$ cat src/rtl/gpr_pkg.sv
// Shared constants and index type for the general-purpose register file.
package gpr_pkg;

    localparam int WORD_SIZE = 32;
    localparam int REG_COUNT = 32;

    typedef logic [4:0] gpr_idx_t;

    localparam gpr_idx_t GPR_ZERO = '0;

endpackage

$ cat src/rtl/gpr_file_mp_scoreboard.sv
// Per-register busy scoreboard: issue sets, writeback clears, and a same-cycle issue wins.
module gpr_scoreboard
    import gpr_pkg::*;
#(
    parameter int RegCount = REG_COUNT,
    parameter int NumWrite = 1,
    parameter int AddrW    = $clog2(RegCount)
) (
    input  logic                           clk,
    input  logic                           rstn,
    input  logic [NumWrite-1:0]            wr_en,
    input  logic [NumWrite-1:0][AddrW-1:0] wr_addr,
    input  logic                           iss_en,
    input  logic [AddrW-1:0]               iss_addr,
    output logic [RegCount-1:0]            busy_vec,
    output logic [RegCount-1:0]            next_busy
);

    logic [RegCount-1:0] r_busy;
    logic [RegCount-1:0] w_clr;
    logic [RegCount-1:0] w_set;

    always_comb begin
        w_clr = '0;
        w_set = '0;
        for (int r = 0; r < RegCount; r++) begin
            for (int k = 0; k < NumWrite; k++) begin
                if (wr_en[k] && (wr_addr[k] == AddrW'(r))) begin
                    w_clr[r] = 1'b1;
                end
            end
            if (iss_en && (iss_addr == AddrW'(r)) && (iss_addr != AddrW'(GPR_ZERO))) begin
                w_set[r] = 1'b1;
            end
        end
        next_busy    = (r_busy & ~w_clr) | w_set;
        next_busy[0] = 1'b0;
    end

    always_ff @(posedge clk or negedge rstn) begin
        if (!rstn) begin
            r_busy <= '0;
        end else begin
            r_busy <= next_busy;
        end
    end

    assign busy_vec = r_busy;

endmodule

$ cat src/rtl/gpr_file_mp.sv
// Multi-port register file with registered, stallable, write-first reads and x0 tied to zero.
module gpr_file_mp
    import gpr_pkg::*;
#(
    parameter int WordSize = WORD_SIZE,
    parameter int RegCount = REG_COUNT,
    parameter int NumRead  = 2,
    parameter int NumWrite = 1,
    parameter int AddrW    = $clog2(RegCount)
) (
    input  logic                              clk,
    input  logic                              rstn,
    input  logic                              rd_en,
    input  logic [NumRead-1:0][AddrW-1:0]     rs_addr,
    output logic [NumRead-1:0][WordSize-1:0]  rs_data,
    output logic [NumRead-1:0]                rs_busy,
    input  logic [NumWrite-1:0]               wr_en,
    input  logic [NumWrite-1:0][AddrW-1:0]    wr_addr,
    input  logic [NumWrite-1:0][WordSize-1:0] wr_data,
    input  logic                              iss_en,
    input  logic [AddrW-1:0]                  iss_addr,
    output logic [RegCount-1:0]               busy_vec
);

    logic [WordSize-1:0] r_regs     [RegCount];
    logic [WordSize-1:0] w_next_reg [RegCount];
    logic [RegCount-1:0] w_next_busy;

    logic [NumRead-1:0][WordSize-1:0] r_rs_data;
    logic [NumRead-1:0]               r_rs_busy;

    gpr_scoreboard #(
        .RegCount (RegCount),
        .NumWrite (NumWrite),
        .AddrW    (AddrW)
    ) u_scoreboard (
        .clk       (clk),
        .rstn      (rstn),
        .wr_en     (wr_en),
        .wr_addr   (wr_addr),
        .iss_en    (iss_en),
        .iss_addr  (iss_addr),
        .busy_vec  (busy_vec),
        .next_busy (w_next_busy)
    );

    // Ascending port scan so the highest-numbered writer lands last and wins.
    always_comb begin
        for (int r = 0; r < RegCount; r++) begin
            w_next_reg[r] = r_regs[r];
            for (int k = 0; k < NumWrite; k++) begin
                if (wr_en[k] && (wr_addr[k] == AddrW'(r))) begin
                    w_next_reg[r] = wr_data[k];
                end
            end
        end
        w_next_reg[0] = '0;
    end

    always_ff @(posedge clk or negedge rstn) begin
        if (!rstn) begin
            r_regs <= '{default: '0};
        end else begin
            r_regs <= w_next_reg;
        end
    end

    // Reads sample post-write state, giving write-first bypass for free.
    always_ff @(posedge clk or negedge rstn) begin
        if (!rstn) begin
            r_rs_data <= '0;
            r_rs_busy <= '0;
        end else if (rd_en) begin
            for (int p = 0; p < NumRead; p++) begin
                r_rs_data[p] <= w_next_reg[rs_addr[p]];
                r_rs_busy[p] <= w_next_busy[rs_addr[p]];
            end
        end
    end

    assign rs_data = r_rs_data;
    assign rs_busy = r_rs_busy;

endmodule

$ cat config.mk
export PLATFORM = sky130hd
export DESIGN_NAME = gpr_file_mp
export DESIGN_NICKNAME = d
export VERILOG_FILES = /design/src/rtl/gpr_pkg.sv /design/src/rtl/gpr_file_mp_scoreboard.sv /design/src/rtl/gpr_file_mp.sv
export SDC_FILE = /design/constraint.sdc
export NUM_CORES = 2
export LEC_CHECK = 0
export BUFFER_PORTS_ARGS = -buffer_cell sky130_fd_sc_hd__clkbuf_2
export CAP_MARGIN = 0
export CORE_UTILIZATION = 57
export CTS_CLUSTER_SIZE = 10
export DETAILED_ROUTE_END_ITERATION = 8
export PLACE_DENSITY = 0.77
export REMOVE_ABC_BUFFERS = 1
export SYNTH_ARGS = -nofsm -noshare
export SYNTH_HDL_FRONTEND = slang
export SYNTH_SLANG_ARGS = --single-unit
$ cat constraint.sdc
create_clock -name clk -period 1.55 [get_ports clk]
set_input_delay 0.0775 -clock clk [delete_from_list [all_inputs] [get_ports clk]]
set_output_delay 0.0775 -clock clk [all_outputs]
set_load 0.005 [all_outputs]
==> flow_summary.json, run 1 <==
{
  "std_cell_rows": 117,
  "synth_cell_types": 96,
  "synth-async-reset-ratio_pct": 100,
  "ios": 155,
  "grt_max_degree": 87,
  "netlist_area_sq_um": 58400,
  "haltStage": "global routing (5_1_grt)",
  "place_congestion": 1.16,
  "die_x_microns": 322,
  "grt_overflow": 27,
  "synth_compound_area_share_pct": 18.7,
  "dp_worst_setup_slack_ps": -1400,
  "cts.path.max_buffers": 3,
  "antenna_found_initial": 65,
  "synth_mux_area_share_pct": 17.2,
  "synthSimpleGateAreaFrac_pct": 10.9,
  "start_util_pct": 57.4,
  "synth_edf_count": 0,
  "hpwlAfterDp_microns": 256000,
  "die_y_microns": 322,
  "root_buffer": "clkbuf_16",
  "numPortBuffers": 153,
  "htreeDepth": 4,
  "status": "stopped before the end",
  "cts_made_buffers": 131,
  "synth.avg_cell_area_sq_um": 9.98,
  "postGrtWorstEndpoint": "rs_data[18]$_DFFE_PN0P_/D",
  "postSynthCellCount": 5850,
  "seq_area_frac_synth_pct": 46.7,
  "globalRouteTotalUtil_pct": 83.1,
  "synth_top_family_by_area": "compound AO/OA/AOI/OAI gates",
  "tool.error": "[ERROR GRT-0232] Routing congestion too high. Check the congestion heatmap in the GUI.",
  "yosysWarnings": 0,
  "synthXorXnorAreaFrac_pct": 0.0750,
  "synthFlopType": "dfrtp_1",
  "synth-seq-cells": 1089,
  "cts.sinks": 1089,
  "worstEpCategory": "register input",
  "synthAdderAreaFrac_pct": 0
}
through the flow:
stage / instances / cell area [sq um]
detailed placement: 8823 / 76400
CTS: 9176 / 84100
global placement: 8823 / 76400
floorplan: 5322 / 56100
synth_stat cells (37+ instances only):
cell,count,area (sq um)
a211oi_1,77,578
a21oi_1,207,1040
a221oi_1,38,333
a22o_1,40,350
a22oi_1,106,796
a31oi_1,54,338
buf_1,59,221
buf_2,93,465
buf_4,49,368
clkbuf_1,320,1200
dfrtp_1,1089,27300
inv_1,391,1470
mux2_2,435,4900
mux2i_1,395,3950
mux4_2,51,1150
nand2_1,540,2030
nand3_1,96,480
nor2_1,256,961
nor3_1,169,846
nor4_1,37,231
o211ai_1,52,390
o21ai_0,312,1560
o22ai_1,332,2080
cells by family after synthesis:
| family | count (synthesis) |
|---|---|
| AO/OA/AOI/OAI | 1608 |
| multiplexers | 884 |
| other | 1 |
| XOR/XNOR | 5 |
| buffers and inverters | 921 |
| AND/OR/NAND/NOR | 1342 |
| flip-flops | 1089 |
layer usage:
metal	track usage (%)	overflow
met4	79.8	18
met3	73.5	3
met1	84.7	0
met2	93.7	6
met5	46.6	0
repair_timing:
action / 4_1_cts
gates cloned: 14
gates resized for setup: 484
pin swaps: 130
setup endpoints to repair: 68
setup buffers: 90
endpoints found under the hold margin: 1606
hold buffers: 76
==> run 2: changes to the inputs <==
--- a/config.mk
+++ b/config.mk
@@ -7,10 +7,9 @@
 export LEC_CHECK = 0
 export BUFFER_PORTS_ARGS = -buffer_cell sky130_fd_sc_hd__clkbuf_2
 export CAP_MARGIN = 0
-export CORE_UTILIZATION = 57
-export CTS_CLUSTER_SIZE = 10
+export CORE_UTILIZATION = 40
 export DETAILED_ROUTE_END_ITERATION = 8
-export PLACE_DENSITY = 0.77
+export PLACE_DENSITY_LB_ADDON = 0.15
 export REMOVE_ABC_BUFFERS = 1
 export SYNTH_ARGS = -nofsm -noshare
 export SYNTH_HDL_FRONTEND = slang
==> constraint.sdc (replaced) <==
create_clock -name clk -period 2 [get_ports clk]
set_input_delay 0.1 -clock clk [delete_from_list [all_inputs] [get_ports clk]]
set_output_delay 0.1 -clock clk [all_outputs]
set_load 0.005 [all_outputs]
==> run 2 against run 1 <==
  * Synthesized cell count unchanged
  * The flow now finishes, with violations (setup timing)
  * Synthesized area unchanged
==> flow_summary.json, run 2 <==
{
  "status": "finished, violations left",
  "violations": "setup timing",
  "ant_nets": 0,
  "synthToLayoutAreaGrowth_pct": 42.9,
  "numPortBuffers": 153,
  "endpoint_kind": "flop",
  "die_y_microns": 384,
  "period_share_pct": 105,
  "timing.final.ws_setup_ps": -91.7,
  "switchingPower_mw": 23.9,
  "setup_viol": 12,
  "rsz0062_at_grt": "yes",
  "hold_class": "input port to async pin",
  "synthXorXnorAreaFrac_pct": 0.0750,
  "synth_area_leaders": "dfrtp_1 47%, mux2_2 8.4%, mux2i_1 6.8%",
  "start_util_pct": 40.5,
  "fin_crit_ps": 2090,
  "worstMarginPinSlew_ps": 1200,
  "drcViolationCount": 0,
  "powerDensity_nw_per_um2": 888,
  "hpwlAfterDp_microns": 293000,
  "drive_above_1_share_pct": 38.5,
  "path_cells": "buf_4 > buf_4 > buf_4 > nand3_1 > nor2_1 > buf_4 > a22o_1 > a21oi_1 > o2111ai_1 > nor3_1",
  "wl_per_cell_microns": 39.4,
  "synthSimpleGateAreaFrac_pct": 10.9,
  "max_freq_ghz": 0.478,
  "clockPowerShare_pct": 34.2,
  "synthFlopType": "dfrtp_1",
  "r2r_slack_ps": 40,
  "antenna_found_initial": 26,
  "reg2reg_from": "r_regs[695]",
  "routed_wl_microns": 384000,
  "swShare_pct": 32.3,
  "core_area_sq_um": 144000,
  "ir_drop_v": 0.000763,
  "cp.arrival_ps": 2780,
  "leakagePower_nw": 42.4,
  "cp-startpoint": "rd_en",
  "r2r_cells": 7,
  "globalRouteTotalUtil_pct": 51.3,
  "synth-async-reset-ratio_pct": 100,
  "maxCapViolCount": 0,
  "cts_tree": "done",
  "pwr-share-comb_pct": 28.0,
  "grt_overflow": 0,
  "whs_ps": 25.4,
  "finalClockSkew_ps": 25.8,
  "place_congestion": 1.08,
  "slew_viol_final": 0,
  "synth.most_common_cell": "dfrtp_1",
  "drtIter0Drc": 10200,
  "yosys.area.top_type": "dfrtp_1",
  "htreeDepth": 4,
  "yosysWarnings": 0,
  "synth_compound_area_share_pct": 18.7,
  "netlist_area_sq_um": 58400,
  "path_class": "input port to flop",
  "seq_area_frac_synth_pct": 46.7,
  "first_global_vias": 61400,
  "dieArea_sq_um": 148000,
  "ios": 155,
  "dp_worst_setup_slack_ps": -1010,
  "startpoint_type": "input port",
  "final_common_cell": "buf_4",
  "sequentialPowerShare_pct": 37.8,
  "insertion_delay_ps": 830,
  "slew_headroom_pct": 19.5,
  "clkSlewWorstSetupHoldPaths_ps": 60,
  "grt_pass1_wl_microns": 516000,
  "final_nets": 7782,
  "critical-path-max-stage-delay_ps": 990,
  "root_buffer": "clkbuf_16",
  "largest_reg_flops": 992,
  "synth_cell_types": 96,
  "cpMostUsedCell": "buf_4",
  "std_cell_rows": 139,
  "hold_viol": 0,
  "drt_pass1_iterations": 8,
  "final_cell_mix": "1793 x buf_4, 1089 x dfrtp_1, 525 x nand2_1",
  "synthAdderAreaFrac_pct": 0,
  "cts_made_buffers": 135,
  "synth_edf_count": 0,
  "num_vias": 64000,
  "cts.path.max_buffers": 3,
  "internal-power_mw": 50.2,
  "synth_top_family_by_area": "compound AO/OA/AOI/OAI gates",
  "die_x_microns": 384,
  "via_per_inst": 6.56,
  "synth_top_area_share_pct": 46.7,
  "required_ps": 2690,
  "slowest_stage": "nor2_1",
  "postSynthCellCount": 5850,
  "synth.avg_cell_area_sq_um": 9.98,
  "synthTopCellsByCount": "1089 x dfrtp_1, 540 x nand2_1, 435 x mux2_2",
  "r2r_end": "rs_data[23]",
  "top_register": "r_regs",
  "synth-seq-cells": 1089,
  "cp_max_fo": 11,
  "final_util_pct": 57.9,
  "cts.sinks": 1089,
  "synth_mux_area_share_pct": 17.2,
  "grt_max_degree": 90
}
[run 2: worst max-delay path by stage]
stage,slack [ps],cells past startpoint,to
CTS,-3,10,rs_data[59]
global route,-40,12,rs_data[11]
finish,-90,10,rs_data[17]
detailed placement,-1010,11,rs_data[57]
global placement,-1030,13,rs_data[45]
floorplan,-2830,7,rs_data[58]
[run 2: power by group through the flow]
stage / clock network [mW] / registers [mW] / logic, mW
2_1_floorplan: 0 / 27.6 / 8.50
3_3_place_gp: 0 / 28.1 / 19.6
3_5_place_dp: 0 / 28.2 / 19.8
4_1_cts: 25.4 / 27.9 / 20.0
5_1_grt: 26.2 / 28.3 / 21.7
6_report: 25.3 / 28.0 / 20.8
[run 2: logic make-up after synthesis]
logic type | after synthesis
AO/OA/AOI/OAI | 1608
other | 1
buffers and inverters | 921
multiplexers | 884
XOR/XNOR | 5
flip-flops | 1089
AND/OR/NAND/NOR | 1342
[run 2: layout make-up]
cell class | count | area, sq um
sequential | 1089 | 27300
clock buffer | 209 | 3990
inverter | 393 | 1480
antenna | 20 | 50.0
tap | 1903 | 2380
fill | 12800 | 60700
clock inverter | 33 | 444
multi-input combinational | 3840 | 27700
timing repair buffer | 2266 | 20200
[run 2: stage by stage]
stage	area [sq um]	total power [mW]	setup TNS, ps	instances
after floorplan	56100	36.1	-207620	5322
after global placement	78200	47.7	-68190	9439
after detailed placement	78200	48.0	-73150	9439
after CTS	83200	73.3	-4.53	9732
after global routing	83400	76.1	-170	9736
final	83400	74.1	-316	9753
[run 2: repair_timing]
action,4_1_cts,5_1_grt
setup buffers,0,1
hold endpoints to repair,1653,0
hold buffers,51,0
gates cloned,0,0
gates resized for setup,16,41
pin swaps,2,6
endpoints found under the setup margin,30,39
[run 2: critical path, delay by kind of cell]
| kind | cells | cell delay, ps |
|---|---|---|
| AOI/OAI and AO/OA | 3 | 370 |
| buffers and inverters | 4 | 990 |
| and+or+nand+nor | 3 | 1320 |
[run 2: routing by layer]
layer | global-route usage [%] | share of wire [%] | vias up
met5 | 0 | 0.034 | -
met4 | 37.9 | 8.9 | 22
met3 | 16.3 | 13 | 1426
met2 | 71.1 | 40 | 5272
met1 | 66.5 | 38 | 31900
li1 | - | - | 25300
(Power assumes the default switching activity.)
